<file path="src/rtl/im_loader.sv">
// Byte-stream program loader: frames UART bytes into 17-bit words and drives the
// instruction-memory write port, holding the CPU in reset while an image loads.
module im_loader #(
  parameter int          ADDR_W    = 11,
  parameter int          DATA_W    = 17,
  parameter logic [7:0]  SYNC_BYTE = 8'hA5,
  parameter int          TIMEOUT   = 1000000
) (
  input  logic              clk,
  input  logic              rst_n,
  input  logic              rx_vld,
  input  logic [7:0]        rx_data,
  output logic              im_we,
  output logic [ADDR_W-1:0] im_waddr,
  output logic [DATA_W-1:0] im_wdata,
  output logic              cpu_hold,
  output logic              load_done,
  output logic              load_err
);

  localparam int TO_W = $clog2(TIMEOUT + 1);

  typedef enum logic [2:0] {
    S_IDLE, S_CNT_LO, S_CNT_HI, S_B0, S_B1, S_B2, S_CHK
  } state_t;

  state_t            r_state;
  state_t            w_state_nxt;
  logic [ADDR_W-1:0] r_cnt;
  logic [ADDR_W-1:0] r_addr;
  logic [7:0]        r_b0;
  logic [7:0]        r_b1;
  logic [7:0]        r_chk;
  logic [TO_W-1:0]   r_idle;

  logic w_timeout;
  logic w_sync;
  logic w_write;
  logic w_err;
  logic w_done;

  // The idle counter only runs inside a frame; any received byte restarts it.
  assign w_timeout = (r_state != S_IDLE) && !rx_vld && (r_idle == TO_W'(TIMEOUT - 1));

  // NOTE: every signal driven here gets a default first, so no path can infer a latch.
  always_comb begin
    w_state_nxt = r_state;
    w_sync      = 1'b0;
    w_write     = 1'b0;
    w_err       = 1'b0;
    w_done      = 1'b0;
    if (w_timeout) begin
      w_err       = 1'b1;
      w_state_nxt = S_IDLE;
    end else if (rx_vld) begin
      case (r_state)
        S_IDLE: begin
          if (rx_data == SYNC_BYTE) begin
            w_sync      = 1'b1;
            w_state_nxt = S_CNT_LO;
          end
        end
        S_CNT_LO: w_state_nxt = S_CNT_HI;
        S_CNT_HI: begin
          if (rx_data[7:ADDR_W-8] != '0) begin
            w_err       = 1'b1;
            w_state_nxt = S_IDLE;
          end else begin
            w_state_nxt = S_B0;
          end
        end
        S_B0: w_state_nxt = S_B1;
        S_B1: w_state_nxt = S_B2;
        S_B2: begin
          if (rx_data[7:1] != '0) begin
            w_err       = 1'b1;
            w_state_nxt = S_IDLE;
          end else begin
            w_write     = 1'b1;
            w_state_nxt = (r_addr == r_cnt) ? S_CHK : S_B0;
          end
        end
        S_CHK: begin
          if (rx_data == r_chk) w_done = 1'b1;
          else                  w_err  = 1'b1;
          w_state_nxt = S_IDLE;
        end
        default: w_state_nxt = S_IDLE;
      endcase
    end
  end

  // NOTE: reset is synchronous, so it is tested inside the clocked block rather than in the sensitivity list.
  always_ff @(posedge clk) begin
    if (!rst_n) begin
      r_state   <= S_IDLE;
      r_cnt     <= '0;
      r_addr    <= '0;
      r_b0      <= '0;
      r_b1      <= '0;
      r_chk     <= '0;
      r_idle    <= '0;
      im_we     <= 1'b0;
      im_waddr  <= '0;
      im_wdata  <= '0;
      cpu_hold  <= 1'b0;
      load_done <= 1'b0;
      load_err  <= 1'b0;
    end else begin
      r_state   <= w_state_nxt;
      im_we     <= w_write;
      load_done <= w_done;
      r_idle    <= (r_state == S_IDLE || rx_vld) ? '0 : r_idle + 1'b1;

      if (w_sync) begin
        load_err <= 1'b0;
        cpu_hold <= 1'b1;
        r_addr   <= '0;
        r_chk    <= '0;
      end
      if (w_err) begin
        load_err <= 1'b1;
        cpu_hold <= 1'b0;
      end
      if (w_done) cpu_hold <= 1'b0;

      if (rx_vld && !w_timeout) begin
        case (r_state)
          S_CNT_LO: r_cnt[7:0]        <= rx_data;
          S_CNT_HI: r_cnt[ADDR_W-1:8] <= rx_data[ADDR_W-9:0];
          S_B0: begin
            r_b0  <= rx_data;
            r_chk <= r_chk ^ rx_data;
          end
          S_B1: begin
            r_b1  <= rx_data;
            r_chk <= r_chk ^ rx_data;
          end
          S_B2:    r_chk <= r_chk ^ rx_data;
          default: ;
        endcase
      end

      // Write-port registers only move on a write, so address/data hold until the next one.
      if (w_write) begin
        im_waddr <= r_addr;
        im_wdata <= {rx_data[0], r_b1, r_b0};
        r_addr   <= r_addr + 1'b1;
      end
    end
  end

endmodule
</file>
<file path="config.mk">
export PLATFORM = sky130hd
export DESIGN_NAME = im_loader
export DESIGN_NICKNAME = d
export VERILOG_FILES = /design/src/rtl/im_loader.sv
export SDC_FILE = /design/constraint.sdc
export NUM_CORES = 1
export LEC_CHECK = 0
export ABC_CLOCK_PERIOD_IN_PS = 5200
export CAP_MARGIN = 20
export CORE_ASPECT_RATIO = 0.5
export CORE_MARGIN = 1
export CORE_UTILIZATION = 61
export DETAILED_ROUTE_END_ITERATION = 8
export GPL_TIMING_DRIVEN = 0
export PLACE_DENSITY = 0.91
export SYNTH_ARGS = -nofsm -noshare
export SYNTH_HDL_FRONTEND = slang
export SYNTH_SLANG_ARGS = --single-unit
</file>
<file path="constraint.sdc">
create_clock -name clk -period 5.2 [get_ports clk]
set_clock_uncertainty 0.15 [all_clocks]
set_input_delay 1.04 -clock clk [delete_from_list [all_inputs] [get_ports clk]]
set_output_delay 1.04 -clock clk [all_outputs]
set_load 0.05 [all_outputs]
</file>
; ---- After elaboration in Yosys (flattened, before gate mapping)
; Cells that the tools add are included.
[classes]
addsub = 2
n_eq_ne = 11
muxes = 30
n_bitwise = 2
reduce_logical = 21
[op_table]
columns = operator, count
row1 = 8-bit 2-to-1 mux, 3
row2 = 11-bit 2-to-1 mux, 2
row3 = 20-bit by 1-bit adder with 20-bit output (second input constant), 1
row4 = 20-bit equality test (second input constant), 1
row5 = 1-bit 2-to-1 mux, 19
row6 = 3-bit one-hot mux with 6 select lines, 1
row7 = 11-bit by 1-bit adder with 11-bit output (second input constant), 1
row8 = 11-bit equality test, 1
row9 = 2-bit AND reduction, 5
row10 = 3-bit equality test (second input constant), 3
row11 = 3-bit 2-to-1 mux, 3
row12 = 8-bit equality test, 1
row13 = 8-bit equality test (second input constant), 1
row14 = 8-bit XOR, 1
row15 = 7-bit nonzero test, 1
row16 = 3-bit by 2-bit equality test with 1-bit output (second input constant), 2
row17 = 3-bit OR reduction, 2
row18 = 5-bit nonzero test, 1
row19 = 2-bit nonzero test, 2
row20 = 2-bit OR reduction, 2
row21 = 3-bit by 1-bit equality test with 1-bit output (second input constant), 1
row22 = 1-bit logical AND, 3
row23 = 3-bit logical NOT, 1
row24 = 1-bit one-hot mux with 3 select lines, 1
row25 = 6 further kinds, 7
[totals]
reg_bits = 101
input_bits = 11
out_inout_bits = 32
wordCells = 80

; ---- Longest topological paths before layout
[depth]
depth_word = 8
mapped_depth = 9
depth_no_buf = 6

; ---- Worst setup path after synthesis
; OpenSTA, ideal clock, no wires.
[synth_timing]
path_type = input port to flip-flop
from = input port rx_data[2]
to = register r_addr[9]
setup_time_ns = 0.070
arrival_ns = 2.911
slack_ns = 2.069
stages = 7
path_buffers = 3
path_cell_list = buf_2 > or4_1 > buf_2 > or4_4 > buf_6 > or3_1 > a21oi_1
[synth_between]
elab_chain_cells = 6
elab_cells_between_ends = 12
cone_classes = eq/ne: 1 / mux: 9 / reduce/logical: 2
[synth_rtl]
columns = element, line_no
row1 = "start, declared", 12  ; input logic [7:0] rx_data,
row2 = 8-bit equality test / 7-bit nonzero test (equally long branches), "58, 75"
row3 = 1-bit 2-to-1 mux (on tied branches), "58, 75"
row4 = 1-bit 2-to-1 mux, 56  ; case (r_state)
row5 = 1-bit 2-to-1 mux, 55  ; end else if (rx_vld) begin
row6 = 1-bit 2-to-1 mux, 52  ; if (w_timeout) begin
row7 = 2-bit nonzero test (no line) / 11-bit 2-to-1 mux (equally long branches), -
row8 = "end signal, assigned", 148  ; r_addr <= r_addr + 1'b1;
row9 = "end, declared", 30  ; logic [ADDR_W-1:0] r_addr;
; Several ways; a longest one is shown, not always the timed one.
; A chain may end at the register's enable or synchronous reset.

; ---- Worst setup path after layout
[layout_timing]
from = input port rx_data[3]
to = register r_chk[0]
[layout_between]
elab_chain_cells = 8
[layout_rtl]
columns = element, line_no
row1 = 8-bit equality test *, 58  ; if (rx_data == SYNC_BYTE) begin
row2 = 1-bit 2-to-1 mux *, 58
row3 = 1-bit 2-to-1 mux *, 56
row4 = 1-bit 2-to-1 mux *, 55
row5 = 1-bit 2-to-1 mux *, 52
row6 = 8-bit 2-to-1 mux *, 115  ; if (w_sync) begin
row7 = 8-bit 2-to-1 mux, -
row8 = 8-bit 2-to-1 mux *, 127  ; if (rx_vld && !w_timeout) begin
row9 = "end signal, assigned", 133  ; r_chk <= r_chk ^ rx_data;
row10 = "end signal, assigned", 137  ; r_chk <= r_chk ^ rx_data;
row11 = "end signal, assigned", 139  ; S_B2: r_chk <= r_chk ^ rx_data;
row12 = "end, declared", 33  ; logic [7:0] r_chk;
; Every way passes the cells marked *; elsewhere a longest branch is shown, timed or not.

==> impl_results.md <==
* Worst Path Arrival at 3.88 ns
* Crit path largest cell delay at 0.88 ns
* Core area at between 6000 and 7000 um^2
* Num rows at 21
* Pre-CTS setup slack at ~1.2 ns
* Htree depth at 3
* Final TNS setup at 0 ns
* Worst setup EP type: register
* Worst vdd ir at 0.2351 mV
* Number of max-cap violations at 0
* Number of global-route vias before repair at 3682
* Inserted Clock Buffers at 9
* Hold_buf cts at 0
* Min-delay src: im_wdata[16]$_SDFFE_PN0P_
* Commonest non-fill, non-tap cells in the layout: nand2_1, dfxtp_1, a21oi_1, nor2_1, clkdlybuf4s50_1
* Post-Syn Area at 4403 um^2
* Average cell area after synthesis at 8.154 um^2
* DR vias/cell at 5.871
* Worst Hold End: im_wdata[16]$_SDFFE_PN0P_
* Crit-path max FO at 10
* Routing usage on met3 at 8.942%
* R2R setup slack at approximately 2.6 ns
* Total vias in the final route at 4010
* Hold Fails Final Rpt at 0
* Post-DRT Antenna Nets at 0
* Cells on worst reg2reg path at 5
* Critical-path top delay cell: nor4_1
* IO Count at 43
* Slew Viols, Final at 0
* Share of cells above drive strength 1 at 5.415%
* CTS Sinks at slightly above 100
* Worst r2r src: r_state[0]$_SDFFE_PP0P_
* P_leak at 0.001740 uW
* Initial antenna violation count at 0
* Req. time, crit path at 5.28 ns
* Register area share after synthesis at between 40% and 50%
* DRT iter0 DRCs at approximately 320
* Commonest non-fill, non-tap cell in the layout: nand2_1
* Cell variety after synth at 42
* Layout Area Growth over Synthesis at 17.42%
* Relative slew margins at 33.31%
* P per Cell Area at 285.4 nW/um^2
* Die footprint at 7582 um^2
* Gr usage total at 30.72%
* Synth warn at 0
* Pin count of the biggest net entering global routing at 16
* WL per Instance at 15.73 um
* Buffer depth of the longest clock path at 2
* Worst-path clk slew at 0.07 ns
* Period utilization at around three quarters
* Slew @ Worst Pin at 0.9913 ns
* Post-layout util at between 70% and 80%
* RSZ-0062 raised after global routing: no
* Hold/Removal Path Class: register to register
* Most used flip-flop cell after synthesis: dfxtp_1
* Mapped Nets at 553
* Status: finished, final reports clean
* Post-CTS setup buffers at 0
* 1st-pass router iterations at 8
* Overflow after GRT at 0
* DRC at 0
* Post-Route WL at 10740 um
* Antenna Cells at 0
* Placer congestion estimate at approximately 0.93
* Nets at 600
* Resize count post-CTS at 0
* Hold Path Depth at 2
* Initial Util at around 64%
* Setup crit start kind: primary input
* Worst path cell trace: clkdlybuf4s50_1 -> or3_1 -> clkbuf_1 -> nor4_1 -> nand2b_1 -> o21ai_0 -> a31o_2
* Overall die width at between 100 and 150 um
* Mapped Cells at 540
* Yosys reg bits at 101
* Root buffer cell: clkbuf_16
* Die Y-Extent at 62.08 um
* IO Port Bufs at 36
* Post-synth EDFFs at 0
* Busiest grt layer: met2
* Critical path type: primary input to register
* Async SR Flop Fraction at 0%
* First-pass GRT wire length at 17510 um
* CTS tree: done
* Worst setup margin at 1.400 ns
* Final setup viols at 0
* Met1 Resource Use GR at 38.03%
* Met2 usage at 50.69%
* Final min period at 3.800 ns
* Worst skew pair latency at between 0.3 and 0.4 ns
* Critical R2R Capture: r_chk[0]$_SDFF_PN0_
* Highest Clock Rate at roughly 0.26 GHz
* DP HPWL at between 7000 and 8000 um
==> synthesized netlist by cell type (8+ instances only) <==
cell type / n / share of area, %
nand3_1: 14 / 1.6
mux2i_1: 12 / 2.7
xor2_1: 26 / 5.2
nor3_1: 13 / 1.5
nand2_1: 110 / 9.4
a21oi_1: 59 / 6.7
o21ai_0: 20 / 2.3
nor4_1: 9 / 1.3
nor2_1: 48 / 4.1
clkbuf_1: 27 / 2.3
xnor2_1: 8 / 1.6
dfxtp_1: 101 / 46
==> power by group <==
group          switching, uW  internal [uW]  leakage, uW
clock                    279            383     0.000145
sequential             0.176            773     0.000813
combinational           29.4           10.9     0.000782
total                    309           1170      0.00174
==> cell families after synthesis <==
group | synth area share (%)
adders and majority gates | 0.5683
and+or+nand+nor | 27.39
buffers and inverters | 3.637
DFF | 45.92
muxes | 2.728
AOI/OAI and AO/OA | 12.99
xor gates and xnor gates | 6.763
==> state kept, by name, summed over array words and instances, names as in the netlist <==
name       count
load_done      1
im_waddr      11
im_we          1
r_b0           8
cpu_hold       1
r_cnt         11
r_idle        20
r_addr        11
load_err       1
r_b1           8
r_chk          8
r_state        3
im_wdata      17
==> layer usage <==
metal / vias to the layer above / part of all wire, %
met3: 29 / 8.8
met4: 0 / 2.4
met1: 1849 / 44
met5: - / 0
li1: 1952 / -
met2: 180 / 45
==> layout make-up <==
cell class	count	area [um^2]
fillers	529	1662
clock inverters	4	48.80
inverters	3	11.26
plain buffers	34	148.9
well taps	92	115.1
flip-flops and latches	101	2022
clock buffers	11	242.7
multi-input cells	402	2221
repair buffers	36	360.3
==> per-stage QoR <==
step | hold slack, ns | std cells | power (uW) | instance area [um^2]
finish | 0.3018 | 683 | 1476 | 5170
global route | 0.3216 | 683 | 1516 | 5170
CTS | 0.3030 | 683 | 1480 | 5170
detailed placement | 0.2952 | 668 | 830.4 | 4878
global placement | 0.2891 | 668 | 829.9 | 4878
floorplan | 0.2857 | 540 | 814.4 | 4403
==> worst max-delay path, delay by kind of cell <==
family,cells,cell delay [ns]
AOI/OAI and AO/OA,2,0.40
and+or+nand+nor,3,1.66
buffers and inverters,2,0.78
==> worst max-delay path by stage <==
stage / from / endpoint / slack, ns
finish: rx_data[3] / r_chk[0]$_SDFF_PN0_ / 1.40
global route: rx_data[3] / r_chk[2]$_SDFF_PN0_ / 1.22
CTS: rx_data[3] / r_chk[0]$_SDFF_PN0_ / 1.48
detailed placement: rx_data[3] / r_chk[0]$_SDFF_PN0_ / 1.17
global placement: rx_data[3] / r_chk[3]$_SDFF_PN0_ / 1.16
floorplan: rx_data[2] / r_addr[9]$_SDFFE_PN0P_ / 2.07
No activity file was read; power rests on OpenSTA's default activity.
